## config.mk

```make
export PLATFORM = sky130hd
export DESIGN_NAME = bg_rom_arbiter
export DESIGN_NICKNAME = d
export VERILOG_FILES = /design/src/rtl/bg_rom_pkg.sv /design/src/rtl/bg_pixel_addr_gen.sv /design/src/rtl/bg_rom_arbiter.sv
export SDC_FILE = /design/constraint.sdc
export NUM_CORES = 1
export LEC_CHECK = 0
export CAP_MARGIN = 5
export CELL_PAD_IN_SITES_DETAIL_PLACEMENT = 1
export CELL_PAD_IN_SITES_GLOBAL_PLACEMENT = 1
export CORE_ASPECT_RATIO = 0.8
export CORE_UTILIZATION = 38
export DETAILED_ROUTE_END_ITERATION = 8
export PLACE_DENSITY_LB_ADDON = 0.1
export SKIP_CTS_REPAIR_TIMING = 1
export SLEW_MARGIN = 5
export SYNTH_ARGS = -nofsm -noshare
export SYNTH_HDL_FRONTEND = slang
export SYNTH_SLANG_ARGS = --single-unit
```

## constraint.sdc

```tcl
create_clock -name vga_clk -period 10.25 [get_ports vga_clk]
set_clock_uncertainty 0.2 [all_clocks]
set_input_delay 2.05 -clock vga_clk [delete_from_list [all_inputs] [get_ports vga_clk]]
set_output_delay 2.05 -clock vga_clk [all_outputs]
set_load 0.01 [all_outputs]
```

## src/rtl/bg_rom_pkg.sv

```systemverilog
// Shared constants and types for the background ROM arbiter and address generator.
// No logic; types and sizes only.
// Not applicable: holds no flow-controlled interfaces.
package bg_rom_pkg;

    localparam int ADDR_W = 17;
    localparam int DATA_W = 4;

    // Background source image size and visible screen size
    localparam int SRC_W = 256;
    localparam int SRC_H = 256;
    localparam int SCR_W = 640;
    localparam int SCR_H = 480;

    typedef enum logic [1:0] {
        IDLE,
        READ,
        ACK
    } arb_state_t;

endpackage

```

## src/rtl/bg_pixel_addr_gen.sv

```systemverilog
// Scales screen coordinates onto the 256x256 background image and forms the ROM address.
// Latency: purely combinational, zero cycles.
// No backpressure; output follows the inputs continuously.
module bg_pixel_addr_gen #(
    parameter int ADDR_W = bg_rom_pkg::ADDR_W
) (
    input  logic [9:0]        draw_x,
    input  logic [9:0]        draw_y,
    output logic [ADDR_W-1:0] pix_addr
);
    import bg_rom_pkg::*;

    // Intermediate width covers 1023*256 even if ADDR_W is configured narrower
    localparam int CW = (ADDR_W > 20) ? ADDR_W : 20;

    logic [CW-1:0] x_scaled;
    logic [CW-1:0] y_scaled;

    // Truncating scale of each axis, then row-major address (row stride = source width)
    always_comb begin
        x_scaled = (CW'(draw_x) * CW'(SRC_W)) / CW'(SCR_W);
        y_scaled = (CW'(draw_y) * CW'(SRC_H)) / CW'(SCR_H);
        pix_addr = ADDR_W'(x_scaled + y_scaled * CW'(SRC_W));
    end

endmodule

```

## src/rtl/bg_rom_arbiter.sv

```systemverilog
// Shares the background ROM between the pixel fetch path and a blanking-only query port.
// Latency: pixel index 2 cycles after coordinates; query ack 2 cycles after grant.
// Queries are held off (req stays high) while blank=1; pixel path is never stalled.
module bg_rom_arbiter #(
    parameter int ADDR_W       = bg_rom_pkg::ADDR_W,
    parameter int DATA_W       = bg_rom_pkg::DATA_W,
    parameter int STARVE_LIMIT = 1024
) (
    input  logic              vga_clk,
    input  logic              reset_n,
    input  logic [9:0]        DrawX,
    input  logic [9:0]        DrawY,
    input  logic              blank,
    output logic [ADDR_W-1:0] rom_address,
    input  logic [DATA_W-1:0] rom_q,
    output logic [DATA_W-1:0] pix_index,
    output logic              pix_blank,
    input  logic              q_req,
    input  logic [ADDR_W-1:0] q_addr,
    output logic              q_ack,
    output logic [DATA_W-1:0] q_data,
    output logic              q_starve
);
    import bg_rom_pkg::*;

    localparam int CNT_W = $clog2(STARVE_LIMIT + 1);

    arb_state_t        state;
    arb_state_t        state_nxt;
    logic [CNT_W-1:0]  wait_cnt;
    logic [CNT_W-1:0]  wait_cnt_nxt;
    logic              grant;
    logic              blank_d1;
    logic [ADDR_W-1:0] pix_addr;

    bg_pixel_addr_gen #(
        .ADDR_W (ADDR_W)
    ) u_addr_gen (
        .draw_x   (DrawX),
        .draw_y   (DrawY),
        .pix_addr (pix_addr)
    );

    // Grant is decided in the same cycle the address goes out; no lookahead
    assign grant       = (state == IDLE) && q_req && !blank;
    assign rom_address = grant ? q_addr : pix_addr;
    assign q_ack       = (state == ACK);

    // Next-state and wait counter; ACK always returns to IDLE so back-to-back grants are spaced by 3
    always_comb begin
        state_nxt    = state;
        wait_cnt_nxt = wait_cnt;
        case (state)
            IDLE: begin
                if (grant) begin
                    state_nxt    = READ;
                    wait_cnt_nxt = '0;
                end else if (q_req && (wait_cnt != CNT_W'(STARVE_LIMIT))) begin
                    wait_cnt_nxt = wait_cnt + CNT_W'(1);
                end
            end
            READ:    state_nxt = ACK;
            ACK:     state_nxt = IDLE;
            default: state_nxt = IDLE;
        endcase
    end

    // FSM state and wait counter registers
    always_ff @(posedge vga_clk or negedge reset_n) begin
        if (!reset_n) begin
            state    <= IDLE;
            wait_cnt <= '0;
        end else begin
            state    <= state_nxt;
            wait_cnt <= wait_cnt_nxt;
        end
    end

    // Query result capture (ROM data arrives the cycle after grant) and sticky starvation flag
    always_ff @(posedge vga_clk or negedge reset_n) begin
        if (!reset_n) begin
            q_data   <= '0;
            q_starve <= 1'b0;
        end else begin
            if (state == READ) begin
                q_data <= rom_q;
            end
            if (wait_cnt_nxt == CNT_W'(STARVE_LIMIT)) begin
                q_starve <= 1'b1;
            end
        end
    end

    // Two-stage pixel pipeline; index is zeroed for blanking pixels since ROM may hold query data then
    always_ff @(posedge vga_clk or negedge reset_n) begin
        if (!reset_n) begin
            blank_d1  <= 1'b0;
            pix_blank <= 1'b0;
            pix_index <= '0;
        end else begin
            blank_d1  <= blank;
            pix_blank <= blank_d1;
            pix_index <= blank_d1 ? rom_q : '0;
        end
    end

endmodule
```

Word-level counts from Yosys, hierarchy flattened. Cells that the tools add are included.

Output and inout port bits: 28. Logic and storage cells: 28. Input bits: 45. Register bits: 24.

Divide/modulo/power cells: 2. Multiplexer cells: 7. Add/sub/neg operators: 2. Reduce and logical (&&, ||, !) cells: 5. Equality and inequality tests: 5.

Operator list (number): $mux W11 (3); $div A18 B10 Y20 const B (1); $div A18 B9 Y20 const B (1); $add A17 B17 Y17 (1); $mux W17 (1); $add A11 B1 Y11 const B (1); $eq A11 B11 Y1 const B (1); $ne A11 B11 Y1 const B (1); $mux W4 (1); $pmux W2 S2 (1); $logic_and A1 B1 Y1 (3); $eq A2 B1 Y1 const B (1); $eq A2 B2 Y1 const B (1); $logic_not A2 Y1 (1); $mux W2 (1); $ne A2 B2 Y1 const B (1); $logic_not A1 Y1 (1).

Longest topological paths before layout. Gate-level depths: netlist (run 1).

Word-level depth: 6. Mapped depth: 23. Mapped depth without buffers: 21.

Cells and area by module. From an unflattened synthesis (run 1), not the netlist that was laid out.

Cells, all modules: 468. Area total of the unflattened synthesis: 3696.0 um^2.

By module, submodules not included: bg_pixel_addr_gen (area an instance 2289.7 um^2, sequential area each 0.0 um^2, cells each 336, times used 1); bg_rom_arbiter (area an instance 1406.3 um^2, sequential area each 600.6 um^2, cells each 132, times used 1).

Least setup slack after synthesis (run 1). Ideal clock, no wire load.

Path type: input-to-output. Start: in DrawY[4]. End: out rom_address[14]. Required time: 8.000 ns. Slack: 1.146 ns. Stages on the path: 23. Arrival time: 6.854 ns. Buffers on the path: 2. Cell sequence: buf_2 o211a_1 o211ai_1 a2111o_1 o211a_2 a2111o_1 a221o_1 and2_1 ha_1 clkbuf_1 and3_1 a22o_2 inv_1 ha_1 and3b_1 o21a_1 o311ai_1 ha_1 ha_1 nand2_1 o41ai_1 o21ai_0 a21oi_1.

Word-level cells in the longest chain between the ends: 3.

RTL lines: from (decl) (RTL line bg_rom_arbiter.sv:12) `input logic [9:0] DrawY,`; $div A18 B9 Y20 (RTL line bg_pixel_addr_gen.sv:22) `y_scaled = (CW'(draw_y) * CW'(SRC_H)) / CW'(SCR_H);`; $add A17 B17 Y17 (RTL line bg_pixel_addr_gen.sv:23) `pix_addr = ADDR_W'(x_scaled + y_scaled * CW'(SRC_W));`; $mux W17 (RTL line bg_rom_arbiter.sv:46) `assign rom_address = grant ? q_addr : pix_addr;`; to (decl) (RTL line bg_rom_arbiter.sv:14) `output logic [ADDR_W-1:0] rom_address,`.

Every way passes these cells.

Worst setup path in the final report (run 1).
Start: in DrawY[7]. End: out rom_address[16].

Same word-level chain as after synthesis.

==> results by group, run 1 <==
Global route
  • First-pass GRT wire length: 18200 µm
  • Gr ovfl total: 0
  • Total track usage: 23.7%
  • Vias in the first global route: 3706
  • Largest net degree at the start of global routing: 26
  • Initial antenna violation count: 0

Place
  • Final GP Congestion: 0.941
  • Port Buffers: 72
  • Placed cell areas: 0.00433 mm²
  • Detailed Place HPWL: 8790 µm

Timing
  • Worst hold slack: 0.251 ns
  • Tmin final: 9.99 ns
  • Max frequency: 0.100 GHz
  • Final setup violation count: 0
  • Max-slew violations: 0
  • Crit share post-route: 97.5%
  • Max-Slew Margin vs Limit: 28.9%
  • Worst slew pin tran: 1.06 ns
  • Final hold vios: 0

Cells and area
  • Fillers: 1097
  • Share of cells above drive strength 1: 12.9%
  • NumNets Final: 591
  • Antenna diodes: 0
  • Register Area: 601 µm²
  • Fin util: 51.9%
  • Multi-input gate area: 0.00265 mm²
  • Design area: 0.00446 mm²
  • Area delta synth->final: 31.2%

Run status
  • Status: finished, final reports clean

Critical path
  • CP Class: primary input to primary output
  • Critical Path Fanout Max: 10
  • Worst r2r path cells: 8
  • Reg2Reg Setup Slack: 6.81 ns
  • Worst reg2reg startpoint: state[1]$_DFFE_PN0P_
  • Critical path startpoint category: primary input
  • Worst path max stage delay: 0.57 ns
  • Reg-to-reg endpoint: q_starve$_DFFE_PN0N_
  • CP Capture Type: primary output
  • Arrival time worst endpoint: 7.74 ns
  • Slowest CP cell: clkdlybuf4s50_1
  • Crit-path cells: clkdlybuf4s50_1 -> buf_4 -> o211ai_1 -> a2111o_1 -> o211a_2 -> a2111o_1 -> a221o_1 -> and2_1 -> ha_1 -> and3_1 -> a22o_2 -> inv_1 -> ha_1 -> and3b_1 -> o21a_1 -> o311ai_2 -> ha_2 -> ha_1 -> nand2_2 -> nor3b_2 -> xor2_1 -> a21oi_1 -> clkdlybuf4s50_1
  • Required time worst endpoint: 8.00 ns
  • Top cell by count, worst path: ha_1

Route
  • Drt initial violations: 132
  • Total wire length: 11200 µm
  • DRT antenna net count: 0
  • Vias: 3804
  • Vias per cell: 5.87
  • DRC Markers: 0
  • Routed len/inst: 17.3 µm
  • Number of detailed-route iterations in the first pass: 4

Synthesis
  • EDFF count, synth: 0
  • Syn Std Cell Area: 0.00340 mm²
  • Top FF cell, synth: dfrtp_1
  • Yosys warning total: 0
  • Share of flip-flops with an asynchronous set or reset: 100%
  • Syn_area_per_cell: 7.37 µm²
  • Syn Nets: 515
  • Syn Inst Count: 461
  • Synth cell types: 81
  • Register area share after synthesis: 17.7%
  • Number of synthesized register bits: 24

Clock network
  • Skew-Pair Late Insertion Delay: 0.27 ns
  • CTS H-Tree Depth: 1
  • CTS tree: done
  • Num CTS Buffers: 3
  • Clock sink total: 24
  • Bufs on Longest Clock Path: 2
  • Clock Tree Root: clkbuf_8
  • CTS clk-pin slew, worst paths: 0.08 ns

Hold path
  • HP Class: register to register
  • Hold path cells: 0
  • Hold Crit Endpoint: pix_blank$_DFF_PN0_
  • Hold wc startpoint: blank_d1$_DFF_PN0_

Die
  • Initial core utilization: 39.5%
  • Core Area: 0.00860 mm²
  • Die span in x: 108 µm
  • Die Span Y: 86.6 µm
  • Io pins: 73
  • Core Rows: 30
  • DIE AREA: 0.00933 mm²

Power
  • Leak pwr: 1.89 nW
  • Max VDD drop: 80.6 µV
  • Design Power: 0.534 mW
  • PD cells: 120 mW/mm²

Job
  • Max-Cap Viols: 0
[registers in the layout, summed over array words and instances (netlist names)]
register,flops
q_starve,1
q_data,4
state,2
pix_blank,1
blank_d1,1
wait_cnt,11
pix_index,4
[through the flow]
step                      std cells  worst slack (ns)  TNS (ns)
after floorplan                 461              1.15         0
after global placement          644            0.0959         0
after detailed placement        644            -0.244    -0.454
after CTS                       648            -0.254    -0.487
after global routing            648           -0.0727   -0.0727
final                           648             0.257         0
[synthesized netlist by cell type, types with 11 or more instances]
library cell | instances | area, µm²
and2_1 | 16 | 100
o21ai_0 | 21 | 105
nor3_1 | 13 | 65.1
xor2_1 | 13 | 114
nand3_1 | 16 | 80.1
xnor2_1 | 11 | 96.3
inv_1 | 16 | 60.1
a21oi_1 | 32 | 160
dfrtp_1 | 24 | 601
clkbuf_1 | 15 | 56.3
nand2_1 | 44 | 165
nor2_1 | 49 | 184
[report_power, final]
part           internal [mW]  leakage (nW)  switching [mW]
clock network         0.0522        0.0357          0.0307
logic                  0.165          1.54           0.177
registers              0.103         0.313         0.00563
total                  0.320          1.89           0.214
[area by class of cell]
cell class                      instances  area share (%)
Inverter                               16            1.35
Sequential cell                        24            13.5
Clock buffer                            3           0.926
Clock inverter                          1           0.673
Multi-Input combinational cell        393            59.4
Tap cell                              112            3.14
Timing Repair Buffer                   99            21.0
[kinds of logic after synthesis]
family                   synth area share [%]
flip-flops                               17.7
AND/OR/NAND/NOR                          31.8
buffers and inverters                    5.78
adder cells (fa/ha/maj)                  4.78
AO/OA/AOI/OAI                            29.3
multiplexers                             3.83
XOR/XNOR                                 6.85
[how the worst max path moves through the flow]
stage / start / end / slack [ns] / cells past startpoint
2_1_floorplan: DrawY[4] / rom_address[14] / 1.15 / 23
3_3_place_gp: DrawY[9] / rom_address[14] / 0.1 / 23
3_5_place_dp: DrawY[9] / rom_address[16] / -0.24 / 23
4_1_cts: DrawY[9] / rom_address[16] / -0.25 / 23
5_1_grt: DrawY[7] / rom_address[16] / -0.07 / 24
6_report: DrawY[7] / rom_address[16] / 0.26 / 23
[cells in the final DEF (no fill, tap or decap), types with 5 or more instances in the layout]
cell type	netlist	routed
dlymetal6s2s_1	0	6
and3_1	10	10
nor3_1	13	13
mux2_2	8	8
o211ai_1	5	5
clkdlybuf4s50_1	0	66
o221ai_1	5	5
a211o_1	5	5
and2_1	16	16
dfrtp_1	24	24
o21ai_0	21	21
inv_1	16	16
nand2_1	44	43
maj3_1	5	5
nor2b_1	8	8
nand2b_1	10	10
xor2_1	13	13
a31oi_1	6	6
o21ai_1	5	5
a21oi_1	32	32
xnor2_1	11	11
nor2_1	49	49
nand3_1	16	16
or3_1	5	5
ha_1	9	8
buf_4	2	27
o32ai_1	5	5
[routing by layer]
metal / global-route usage, % / share of wire [%]
met1: 34.0 / 50
met2: 39.9 / 47
met3: 1.95 / 2.3
met4: 2.24 / 0.71
met5: 0 / 0
[critical path: cells and delay by family]
kind	cells	cell delay, ns
AO/OA/AOI/OAI	9	2.53
buffers and inverters	4	1.32
adder cells (fa/ha/maj)	4	0.90
AND/OR/NAND/NOR	5	0.82
XOR/XNOR	1	0.10
Note: power is estimated with default switching activity, not from simulation.
==> inputs of run 2 (changes only) <==
Settings changed: ABC_CLOCK_PERIOD_IN_PS set to 10250, SKIP_CTS_REPAIR_TIMING 1 to not set.
==> results by group, run 2 (synthesis gave the netlist of run 1 again) <==
Route
  • DRC Markers: 0 (unchanged)
  • Vias: 3813 (was 3804)
  • Number of detailed-route iterations in the first pass: 5 (was 4)
  • Vias per cell: 5.88 (was 5.87)
  • Routed len/inst: 17.3 µm (about the same)
  • Total wire length: 11200 µm (about the same)
  • Drt initial violations: 100 (was 132)
  • DRT antenna net count: 0 (unchanged)

Cells and area
  • Antenna diodes: 0 (unchanged)
  • Top reg by flops: wait_cnt (unchanged)
  • Share of cells above drive strength 1: 13.4% (was 12.9%)
  • Max FFs per register: 11 (unchanged)
  • Layout Cells excl Fill: 648 (unchanged)
  • Area delta synth->final: 30.6% (was 31.2%)
  • Design area: 0.00444 mm² (was 0.00446 mm²)
  • Most frequent cells in the layout: clkdlybuf4s50_1, nor2_1, nand2_1 (unchanged)
  • Fin util: 51.7% (was 51.9%)
  • NumNets Final: 591 (unchanged)
  • Commonest non-fill, non-tap cell in the layout: clkdlybuf4s50_1 (unchanged)
  • Top Registers: wait_cnt x11, pix_index x4, q_data x4 (unchanged)

Timing
  • Max-Slew Margin vs Limit: 28.9% (about the same)
  • Max frequency: 0.0996 GHz (was 0.100 GHz)
  • Setup TNS: 0 ns (unchanged)
  • Final setup violation count: 0 (unchanged)
  • Worst hold slack: 0.251 ns (unchanged)
  • Crit share post-route: 98.0% (was 97.5%)
  • Tmin final: 10.04 ns (was 9.99 ns)
  • Worst slew pin tran: 1.06 ns (about the same)
  • Max-slew violations: 0 (unchanged)
  • Final hold vios: 0 (unchanged)
  • Final WS setup: 0.210 ns (was 0.257 ns)

Run status
  • Status: finished, final reports clean (unchanged)

Job
  • Max-Cap Viols: 0 (unchanged)

Clock network
  • Post-CTS Setup Bufs: 0
  • CTS H-Tree Depth: 1 (unchanged)
  • CTS tree: done (unchanged)
  • Skew-Pair Late Insertion Delay: 0.27 ns (about the same)
  • Num CTS Buffers: 3 (unchanged)
  • Clock Tree Root: clkbuf_8 (unchanged)
  • Bufs on Longest Clock Path: 2 (unchanged)
  • Clock sink total: 24 (unchanged)
  • CTS clk-pin slew, worst paths: 0.08 ns (about the same)

Global route
  • Vias in the first global route: 3703 (was 3706)
  • First-pass GRT wire length: 18200 µm (unchanged)
  • Initial antenna violation count: 0 (unchanged)
  • Gr ovfl total: 0 (unchanged)
  • Largest net degree at the start of global routing: 26 (unchanged)
  • Total track usage: 23.7% (unchanged)

Place
  • Port Buffers: 72 (unchanged)
  • Place WS: -0.244 ns (unchanged)
  • Detailed Place HPWL: 8790 µm (unchanged)
  • Placed Cells: 644 (unchanged)
  • Final GP Congestion: 0.941 (unchanged)
  • Placed cell areas: 0.00433 mm² (unchanged)

Power
  • Max VDD drop: 80.6 µV (about the same)
  • Design Power: 0.534 mW (about the same)
  • Leak pwr: 1.85 nW (was 1.89 nW)
  • Internal power: 0.320 mW (about the same)
  • Sw power: 0.215 mW (was 0.214 mW)
  • Logic pwr share: 64.1% (about the same)
  • Power share of the clock group: 15.5% (about the same)
  • Sequential Power Share: 20.3% (was 20.4%)
  • Sw frac: 40.2% (was 40.0%)
  • PD cells: 120 mW/mm² (about the same)

Die
  • Core Area: 0.00860 mm² (unchanged)
  • Die Span Y: 86.6 µm (unchanged)
  • DIE AREA: 0.00933 mm² (unchanged)
  • Die span in x: 108 µm (unchanged)
  • Io pins: 73 (unchanged)
  • Core Rows: 30 (unchanged)
  • Initial core utilization: 39.5% (unchanged)

Critical path
  • Critical path startpoint category: primary input (unchanged)
  • Critical Path Fanout Max: 8 (was 10)
  • CP Class: primary input to primary output (unchanged)
  • CP Capture Type: primary output (unchanged)
  • Required time worst endpoint: 8.00 ns (about the same)
  • Arrival time worst endpoint: 7.79 ns (was 7.74 ns)

Hold path
  • HP Class: register to register (unchanged)
[run 2: changes by cell type in the layout (fill, tap and decap cells not counted), sizes merged]
cell and change:
dlymetal6s2s -4, clkbuf +3, dlygate4sd2 +1
[run 2: critical path, cell delays in order]
cell             delay, ns
dlygate4sd2_1         0.45
and4bb_1              0.25
o211ai_1              0.45
a221oi_2              0.17
o211a_2               0.30
a2111o_1              0.41
a221o_1               0.34
and2_1                0.18
ha_1                  0.25
and3_1                0.17
a22o_2                0.23
inv_1                 0.05
ha_1                  0.23
and3b_1               0.19
o21a_1                0.17
o311ai_2              0.29
ha_2                  0.24
ha_1                  0.19
nand2_2               0.10
nor3b_2               0.20
xor2_1                0.10
a21oi_1               0.21
clkdlybuf4s50_1       0.57
[run 2: final cells by class]
class                   count  area (µm²)
well taps                 112         140
multi-input cells         393        2660
inverters                  16        60.1
flip-flops and latches     24         601
clock buffers               3        41.3
fillers                  1097        4160
clock inverters             1        30.0
repair buffers             99         912
[run 2: power groups by stage]
stage	clock [mW]	combinational, mW	sequential, mW
3_3_place_gp	0	0.323	0.110
4_1_cts	0.0838	0.336	0.109
3_5_place_dp	0	0.335	0.111
6_report	0.0829	0.342	0.109
5_1_grt	0.0865	0.377	0.110
2_1_floorplan	0	0.200	0.112
[run 2: path summary, 6_finish.rpt]
| path | startpoint | to | slack, ns | cells after the start |
|---|---|---|---|---|
| worst max-delay path | DrawY[8] | rom_address[16] | 0.21 | 23 |
| worst min-delay path | blank_d1$_DFF_PN0_ | pix_blank$_DFF_PN0_ | 0.25 | 0 |
| worst max register to register | state[1]$_DFFE_PN0P_ | q_starve$_DFFE_PN0N_ | 6.81 | 8 |
| worst min register to register | blank_d1$_DFF_PN0_ | pix_blank$_DFF_PN0_ | 0.25 | 0 |
| max in group asynchronous | reset_n | state[1]$_DFFE_PN0P_ | 7.06 | 1 |
| min in group asynchronous | reset_n | wait_cnt[0]$_DFF_PN0_ | 2.16 | 1 |
[run 2: routing by layer]
metal	track usage (%)	vias up	wire, µm
li1	-	1870	-
met1	34.0	1864	5620
met2	39.9	69	5260
met3	1.95	10	268
met4	2.24	0	80
met5	0	-	0
[run 2: what timing repair did]
item	in CTS	in global routing
gates resized for setup	5	18
hold buffers	0	0
pin swaps	0	3
endpoints found under the hold margin	0	0
endpoints found under the setup margin	3	3
==> inputs of run 3 (changes only) <==
Settings changed: CTS_CLUSTER_DIAMETER set to 150, SKIP_LAST_GASP set to 1.
==> results of run 3 <==
Final layout, timing and power as in run 2 (identical DEF).
